<file path="src/rtl/pc_ctrl_if.sv">
// Bus interface for pc_ctrl: start/halt controls, ALU zero input, branch
// controls, LUT loader path and the PC/status outputs.
// The master modport is the sequencer's environment (decoder, ALU, loader,
// top level); the slave modport is pc_ctrl itself.
interface pc_ctrl_if #(
  parameter int PC_W   = 10,
  parameter int LUT_AW = 4
);
  // Control inputs to the sequencer
  logic              start;
  logic              halt;
  logic              zero_in;
  logic              flag_we;
  logic              br_en;
  logic [1:0]        br_cond;
  logic [LUT_AW-1:0] br_idx;

  // Branch-target LUT loader path
  logic              lut_we;
  logic [LUT_AW-1:0] lut_addr;
  logic [PC_W-1:0]   lut_data;

  // Outputs from the sequencer
  logic [PC_W-1:0]   pc;
  logic              zero_flag;
  logic              running;
  logic              done;

  modport master (
    output start, halt, zero_in, flag_we, br_en, br_cond, br_idx,
    output lut_we, lut_addr, lut_data,
    input  pc, zero_flag, running, done
  );

  modport slave (
    input  start, halt, zero_in, flag_we, br_en, br_cond, br_idx,
    input  lut_we, lut_addr, lut_data,
    output pc, zero_flag, running, done
  );
endinterface

</file>
<file path="src/rtl/pc_ctrl.sv">
// pc_ctrl: fetch-side program counter sequencer.
// Holds the registered ALU zero flag, a 2^LUT_AW-entry branch-target LUT and
// an IDLE/RUN/DONE state machine driving the PC for instruction memory.
//
// Optional build macro ZERO_BYPASS_EN: when defined, a cycle with both
// flag_we and br_en evaluates the branch condition against zero_in directly
// (compare-and-branch in one instruction). When undefined, branches always
// see the registered zero_flag.
//
// Handshake: start is a one-cycle pulse accepted only in IDLE or DONE; the
// sequencer answers with running=1 from the next cycle until a halt is
// decoded, after which done=1 is held until the next start. There is no
// back-pressure: start is never stalled, and start seen in RUN is dropped.
module pc_ctrl #(
  parameter int PC_W   = 10,
  parameter int LUT_AW = 4
) (
  input  logic       Clk,
  input  logic       Reset,
  pc_ctrl_if.slave   bus,
  output logic [1:0] state_o
);

  localparam int              LUT_N  = 1 << LUT_AW;
  localparam logic [PC_W-1:0] PC_ONE = {{(PC_W-1){1'b0}}, 1'b1};

  typedef enum logic [1:0] {
    ST_IDLE = 2'd0,
    ST_RUN  = 2'd1,
    ST_DONE = 2'd2
  } state_e;

  state_e            state_q, state_d;
  logic [PC_W-1:0]   pc_q, pc_d;
  logic              flag_q, flag_d;
  logic [PC_W-1:0]   lut_q [LUT_N];

  logic              br_flag;
  logic              br_taken;
  logic [PC_W-1:0]   br_target;

  // Flag seen by the branch condition (optionally bypassed from the ALU)
  always_comb begin
`ifdef ZERO_BYPASS_EN
    br_flag = (bus.flag_we && bus.br_en) ? bus.zero_in : flag_q;
`else
    br_flag = flag_q;
`endif
  end

  // Decode the branch condition code against the selected flag
  always_comb begin
    br_taken = 1'b0;
    case (bus.br_cond)
      2'b00:   br_taken = 1'b1;
      2'b01:   br_taken = br_flag;
      2'b10:   br_taken = ~br_flag;
      default: br_taken = 1'b0;
    endcase
  end

  // LUT read is combinational from registered contents, so a same-cycle
  // write is only visible to the following cycle's branch.
  assign br_target = lut_q[bus.br_idx];

  // Next-state, next-PC and next-flag logic
  always_comb begin
    state_d = state_q;
    pc_d    = pc_q;
    flag_d  = flag_q;
    case (state_q)
      ST_IDLE: begin
        if (bus.start) begin
          state_d = ST_RUN;
          pc_d    = '0;
          flag_d  = 1'b0;
        end
      end
      ST_RUN: begin
        if (bus.flag_we) begin
          flag_d = bus.zero_in;
        end
        if (bus.halt) begin
          // halt wins over any branch; the PC keeps the halt address
          state_d = ST_DONE;
        end else if (bus.br_en && br_taken) begin
          pc_d = br_target;
        end else begin
          // natural modulo-2^PC_W wrap from all-ones to zero
          pc_d = pc_q + PC_ONE;
        end
      end
      ST_DONE: begin
        if (bus.start) begin
          state_d = ST_RUN;
          pc_d    = '0;
        end
      end
      default: begin
        state_d = ST_IDLE;
        pc_d    = '0;
        flag_d  = 1'b0;
      end
    endcase
  end

  // State, PC and zero flag registers
  always_ff @(posedge Clk or negedge Reset) begin
    if (!Reset) begin
      state_q <= ST_IDLE;
      pc_q    <= '0;
      flag_q  <= 1'b0;
    end else begin
      state_q <= state_d;
      pc_q    <= pc_d;
      flag_q  <= flag_d;
    end
  end

  // Branch-target LUT: cleared on reset, one write per cycle in any state
  always_ff @(posedge Clk or negedge Reset) begin
    if (!Reset) begin
      for (int i = 0; i < LUT_N; i++) begin
        lut_q[i] <= '0;
      end
    end else if (bus.lut_we) begin
      lut_q[bus.lut_addr] <= bus.lut_data;
    end
  end

  // Moore outputs decoded from registered state
  assign bus.pc        = pc_q;
  assign bus.zero_flag = flag_q;
  assign bus.running   = (state_q == ST_RUN);
  assign bus.done      = (state_q == ST_DONE);
  assign state_o       = state_q;

endmodule

</file>
<file path="src/flat_wrapper.sv">
// flat-port wrapper written by rule: the top's interface ports become plain ports
module pc_ctrl_flat 
#(
  parameter int PC_W   = 10,
  parameter int LUT_AW = 4
)
  (Clk, Reset, state_o, bus_start, bus_halt, bus_zero_in, bus_flag_we, bus_br_en, bus_br_cond, bus_br_idx, bus_lut_we, bus_lut_addr, bus_lut_data, bus_pc, bus_zero_flag, bus_running, bus_done);
  pc_ctrl_if #(.PC_W(PC_W), .LUT_AW(LUT_AW)) bus_i ();
  input  logic Clk;
  input  logic Reset;
  output logic [1:0] state_o;
  input wire logic [$bits(bus_i.start)-1:0] bus_start;
  input wire logic [$bits(bus_i.halt)-1:0] bus_halt;
  input wire logic [$bits(bus_i.zero_in)-1:0] bus_zero_in;
  input wire logic [$bits(bus_i.flag_we)-1:0] bus_flag_we;
  input wire logic [$bits(bus_i.br_en)-1:0] bus_br_en;
  input wire logic [$bits(bus_i.br_cond)-1:0] bus_br_cond;
  input wire logic [$bits(bus_i.br_idx)-1:0] bus_br_idx;
  input wire logic [$bits(bus_i.lut_we)-1:0] bus_lut_we;
  input wire logic [$bits(bus_i.lut_addr)-1:0] bus_lut_addr;
  input wire logic [$bits(bus_i.lut_data)-1:0] bus_lut_data;
  output wire logic [$bits(bus_i.pc)-1:0] bus_pc;
  output wire logic [$bits(bus_i.zero_flag)-1:0] bus_zero_flag;
  output wire logic [$bits(bus_i.running)-1:0] bus_running;
  output wire logic [$bits(bus_i.done)-1:0] bus_done;
  assign bus_i.start = bus_start;
  assign bus_i.halt = bus_halt;
  assign bus_i.zero_in = bus_zero_in;
  assign bus_i.flag_we = bus_flag_we;
  assign bus_i.br_en = bus_br_en;
  assign bus_i.br_cond = bus_br_cond;
  assign bus_i.br_idx = bus_br_idx;
  assign bus_i.lut_we = bus_lut_we;
  assign bus_i.lut_addr = bus_lut_addr;
  assign bus_i.lut_data = bus_lut_data;
  assign bus_pc = bus_i.pc;
  assign bus_zero_flag = bus_i.zero_flag;
  assign bus_running = bus_i.running;
  assign bus_done = bus_i.done;
  pc_ctrl #(.PC_W(PC_W), .LUT_AW(LUT_AW)) u_core (.Clk(Clk), .Reset(Reset), .bus(bus_i), .state_o(state_o));
endmodule
</file>
<file path="config.mk">
export PLATFORM = sky130hd
export DESIGN_NAME = pc_ctrl_flat
export DESIGN_NICKNAME = d
export VERILOG_FILES = /design/src/rtl/pc_ctrl_if.sv /design/src/rtl/pc_ctrl.sv /design/src/flat_wrapper.sv
export SDC_FILE = /design/constraint.sdc
export NUM_CORES = 1
export LEC_CHECK = 0
export ABC_AREA = 0
export CAP_MARGIN = 20
export CELL_PAD_IN_SITES_DETAIL_PLACEMENT = 1
export CELL_PAD_IN_SITES_GLOBAL_PLACEMENT = 2
export CORE_AREA = 2 2 146 148
export DETAILED_ROUTE_END_ITERATION = 10
export DIE_AREA = 0 0 148 150
export PLACE_DENSITY = 0.71
export RECOVER_POWER = 50
export SYNTH_ARGS = -nofsm -noshare
export SYNTH_HDL_FRONTEND = slang
export SYNTH_SLANG_ARGS = --single-unit
</file>
<file path="constraint.sdc">
create_clock -name Clk -period 1.6 [get_ports Clk]
set_input_delay 0.4 -clock Clk [delete_from_list [all_inputs] [get_ports Clk]]
set_output_delay 0.4 -clock Clk [all_outputs]
set_load 0.01 [all_outputs]
</file>
==> flow_metrics.py <==
metrics = {
    "clocking": {
        "clk_path_buf_depth": 2,
        "htree_levels": 4,
        "insertion_delay_ps": 440,
        "cts-root-buf": "clkbuf_16",
        "clk_pin_slew_ps": 60,
        "numCtsBuffers": 17,
        "cts_sinks": 173,
        "cts_tree": "yes",
    },
    "yosys": {
        "synth_most_common_cell": "dfrtp_1",
        "synth-seq-cells": 173,
        "yosys_most_used_dff": "dfrtp_1",
        "yosysTopAreaCell": "dfrtp_1",
        "yosys-top-cells-area": "dfrtp_1, mux2_2, mux4_2",
        "yosysWarnings": 0,
        "synth_edf_count": 0,
        "async_reset_ff_share_pct": 100.0,
        "syn_inst": 529,
        "avgSynthCellArea_um2": 15.46,
        "yosysSeqAreaShare_pct": 52.93,
        "synth_commonest_cells": "dfrtp_1, mux2_2, mux4_2",
        "synth.distinct_cells": 46,
        "synth.net_count": 558,
        "synth_top_area_share_pct": 52.93,
        "netlist_area_mm2": 0.008179,
    },
    "worst_setup_path": {
        "crit_required_ps": 1940,
        "cp_data_arrival_time_ps": 2170,
        "crit_type": "input pin to flop",
        "cp_max_fo": 3,
        "start_kind": "input pin",
        "end_kind": "flop",
    },
    "power_and_ir_drop": {
        "p_sw_mw": 3.505,
        "pwr-share-comb_pct": 22.8,
        "p_per_area_mw_per_mm2": 1195,
        "intPower_mw": 9.361,
        "clkPwrFrac_pct": 31.2,
        "irDropWorstVdd_v": 0.0005883,
        "pwr-share-seq_pct": 46.0,
        "sw_frac_of_total_pct": 27.24,
        "p_leak_nw": 4.717,
    },
    "detailed_routing": {
        "final_antenna_net_count": 0,
        "vias": 5314,
        "drtPass1Iterations": 4,
        "wl_mm": 23.30,
        "wl_per_cell_um": 24.12,
        "drc_errors": 0,
        "viasPerCell": 5.501,
        "drtIter0Drc": 381,
    },
    "placed_design": {
        "port-buffer-count": 42,
        "dp.final_hpwl_mm": 14.76,
        "gp_congestion": 0.7984,
        "dp.cells": 902,
    },
    "die": {
        "start_util_pct": 39.53,
        "ioPinCount": 43,
        "die_h_um": 150,
        "num_rows": 53,
        "core_mm2": 0.02069,
        "die_w_um": 148,
        "fp.dieArea_mm2": 0.02220,
    },
    "global_routing": {
        "grtUsageMet2_pct": 36.55,
        "grt_use_total_pct": 22.30,
        "antenna_found_initial": 0,
        "grt_pass1_wl_mm": 36.16,
        "overflow": 0,
        "use_met1_pct": 30.10,
        "grt-busiest-layer": "met2",
        "grt_pass1_vias": 5877,
        "grt_max_degree": 50,
        "met3_usage_pct": 4.573,
    },
    "sta": {
        "timing.final.ws_setup_ps": -227.7,
        "final.setup.tns_ps": -1371,
        "hold_violations": 0,
        "tightest_slew_ps": 763.3,
        "setup_viol": 11,
        "rsz0062_at_grt": "yes",
        "fmax_mhz": 547.1,
        "slew_viol_final": 0,
        "max_slew_margin_pct": 49.12,
        "period_share_pct": 114.2,
        "skew_ps": 11.24,
        "period_minus_slack_ps": 1828,
    },
    "final_layout": {
        "fillers": 2019,
        "finalNetCount": 707,
        "drive_gt1_share_pct": 56.58,
        "area_growth_syn_to_layout_pct": 31.65,
        "antennaDiodeCount": 0,
        "stdcell_count": 966,
        "utilization_pct": 52.04,
    },
    "status": {
        "outcome": "finished with violations",
        "failed_checks": "negative setup slack",
    },
    "hold_path": {
        "hold_path_class": "flop to flop",
    },
    "job": {
        "drv_cap": 0,
    },
}
[power by group through the flow]
stage / sequential [mW] / combinational [mW] / clock [mW]
after global placement: 5.90 / 2.63 / 0
after global routing: 6.03 / 3.17 / 4.27
after floorplan: 5.81 / 1.78 / 0
after detailed placement: 5.99 / 2.75 / 0
after CTS: 5.91 / 2.90 / 4.10
final: 5.92 / 2.94 / 4.01
[stage by stage]
stage | setup slack, ps | hold WS, ps | cell area (µm²) | power [mW]
2_1_floorplan | -193.3 | 104.4 | 8309 | 7.594
3_3_place_gp | -774.6 | 295.8 | 9779 | 8.535
3_5_place_dp | -794.0 | 299.6 | 9779 | 8.738
4_1_cts | -221.6 | 411.7 | 10650 | 12.90
5_1_grt | -243.1 | 521.3 | 10770 | 13.47
6_report | -227.7 | 504.0 | 10770 | 12.87
[flip-flops by register name, summed over array words and instances, names as in the netlist]
name	cells
u_core.state_o	2
u_core.bus.zero_flag	1
u_core.lut_q	160
u_core.bus.pc	10
[layout make-up]
cell class	count	area [µm²]	share of cell area [%]
inverter	5	18.77	0.1743
tap	275	344.1	3.195
multi-input combinational	323	3849	35.74
clock buffer	19	432.9	4.020
sequential	173	4333	40.24
timing repair buffer	158	1660	15.42
clock inverter	13	130.1	1.208
[path summary, 6_finish.rpt]
| path | slack, ps | endpoint | depth (start not counted) | startpoint |
|---|---|---|---|---|
| max reg2reg | -210 | u_core.bus.pc[4]$_DFFE_PN0P_ | 4 | u_core.state_o[0]$_DFFE_PN0P_ |
| min | 500 | u_core.lut_q[130]$_DFFE_PN0P_ | 1 | u_core.lut_q[130]$_DFFE_PN0P_ |
| min in group asynchronous | 570 | u_core.lut_q[87]$_DFFE_PN0P_ | 2 | Reset |
| max | -230 | u_core.bus.pc[4]$_DFFE_PN0P_ | 5 | bus_halt |
| min reg2reg | 500 | u_core.lut_q[130]$_DFFE_PN0P_ | 1 | u_core.lut_q[130]$_DFFE_PN0P_ |
| max in group asynchronous | 180 | u_core.lut_q[79]$_DFFE_PN0P_ | 3 | Reset |
[kinds of logic after synthesis]
kind of cell | synth area share, %
AND/OR/NAND/NOR | 4.941
multiplexers | 36.78
flip-flops | 52.93
AO/OA/AOI/OAI | 3.136
adder cells (fa/ha/maj) | 0.1530
buffers and inverters | 2.065
[cells in the final DEF (no fill, tap or decap), drive strengths merged, types with 11 or more instances in the layout]
master | Yosys | layout
clkbuf | 12 | 22
mux4 | 41 | 41
nor2 | 12 | 12
mux2 | 162 | 162
dfrtp | 173 | 173
nand2 | 11 | 11
inv | 5 | 11
buf | 16 | 119
clkdlybuf4s50 | 0 | 17
mux2i | 20 | 20
[what timing repair did]
item,CTS,global route
hold buffers,1,0
pin swaps,18,11
resized for setup,72,22
setup buffers,18,11
endpoints found under the hold margin,21,0
endpoints found under the setup margin,149,26
gates cloned,3,0
[worst max-delay path, stage by stage]
cell and delay, ps:
clkdlybuf4s50_1 420, or3b_4 430, or4_4 550, o22a_1 260
o211ai_1 110
[metal layers]
metal | share of wire (%) | vias to the layer above
li1 | - | 2304
met2 | 49 | 131
met3 | 5.1 | 32
met4 | 1.8 | 0
met1 | 44 | 2847
met5 | 0 | -
No activity file was read; power rests on OpenSTA's default activity.
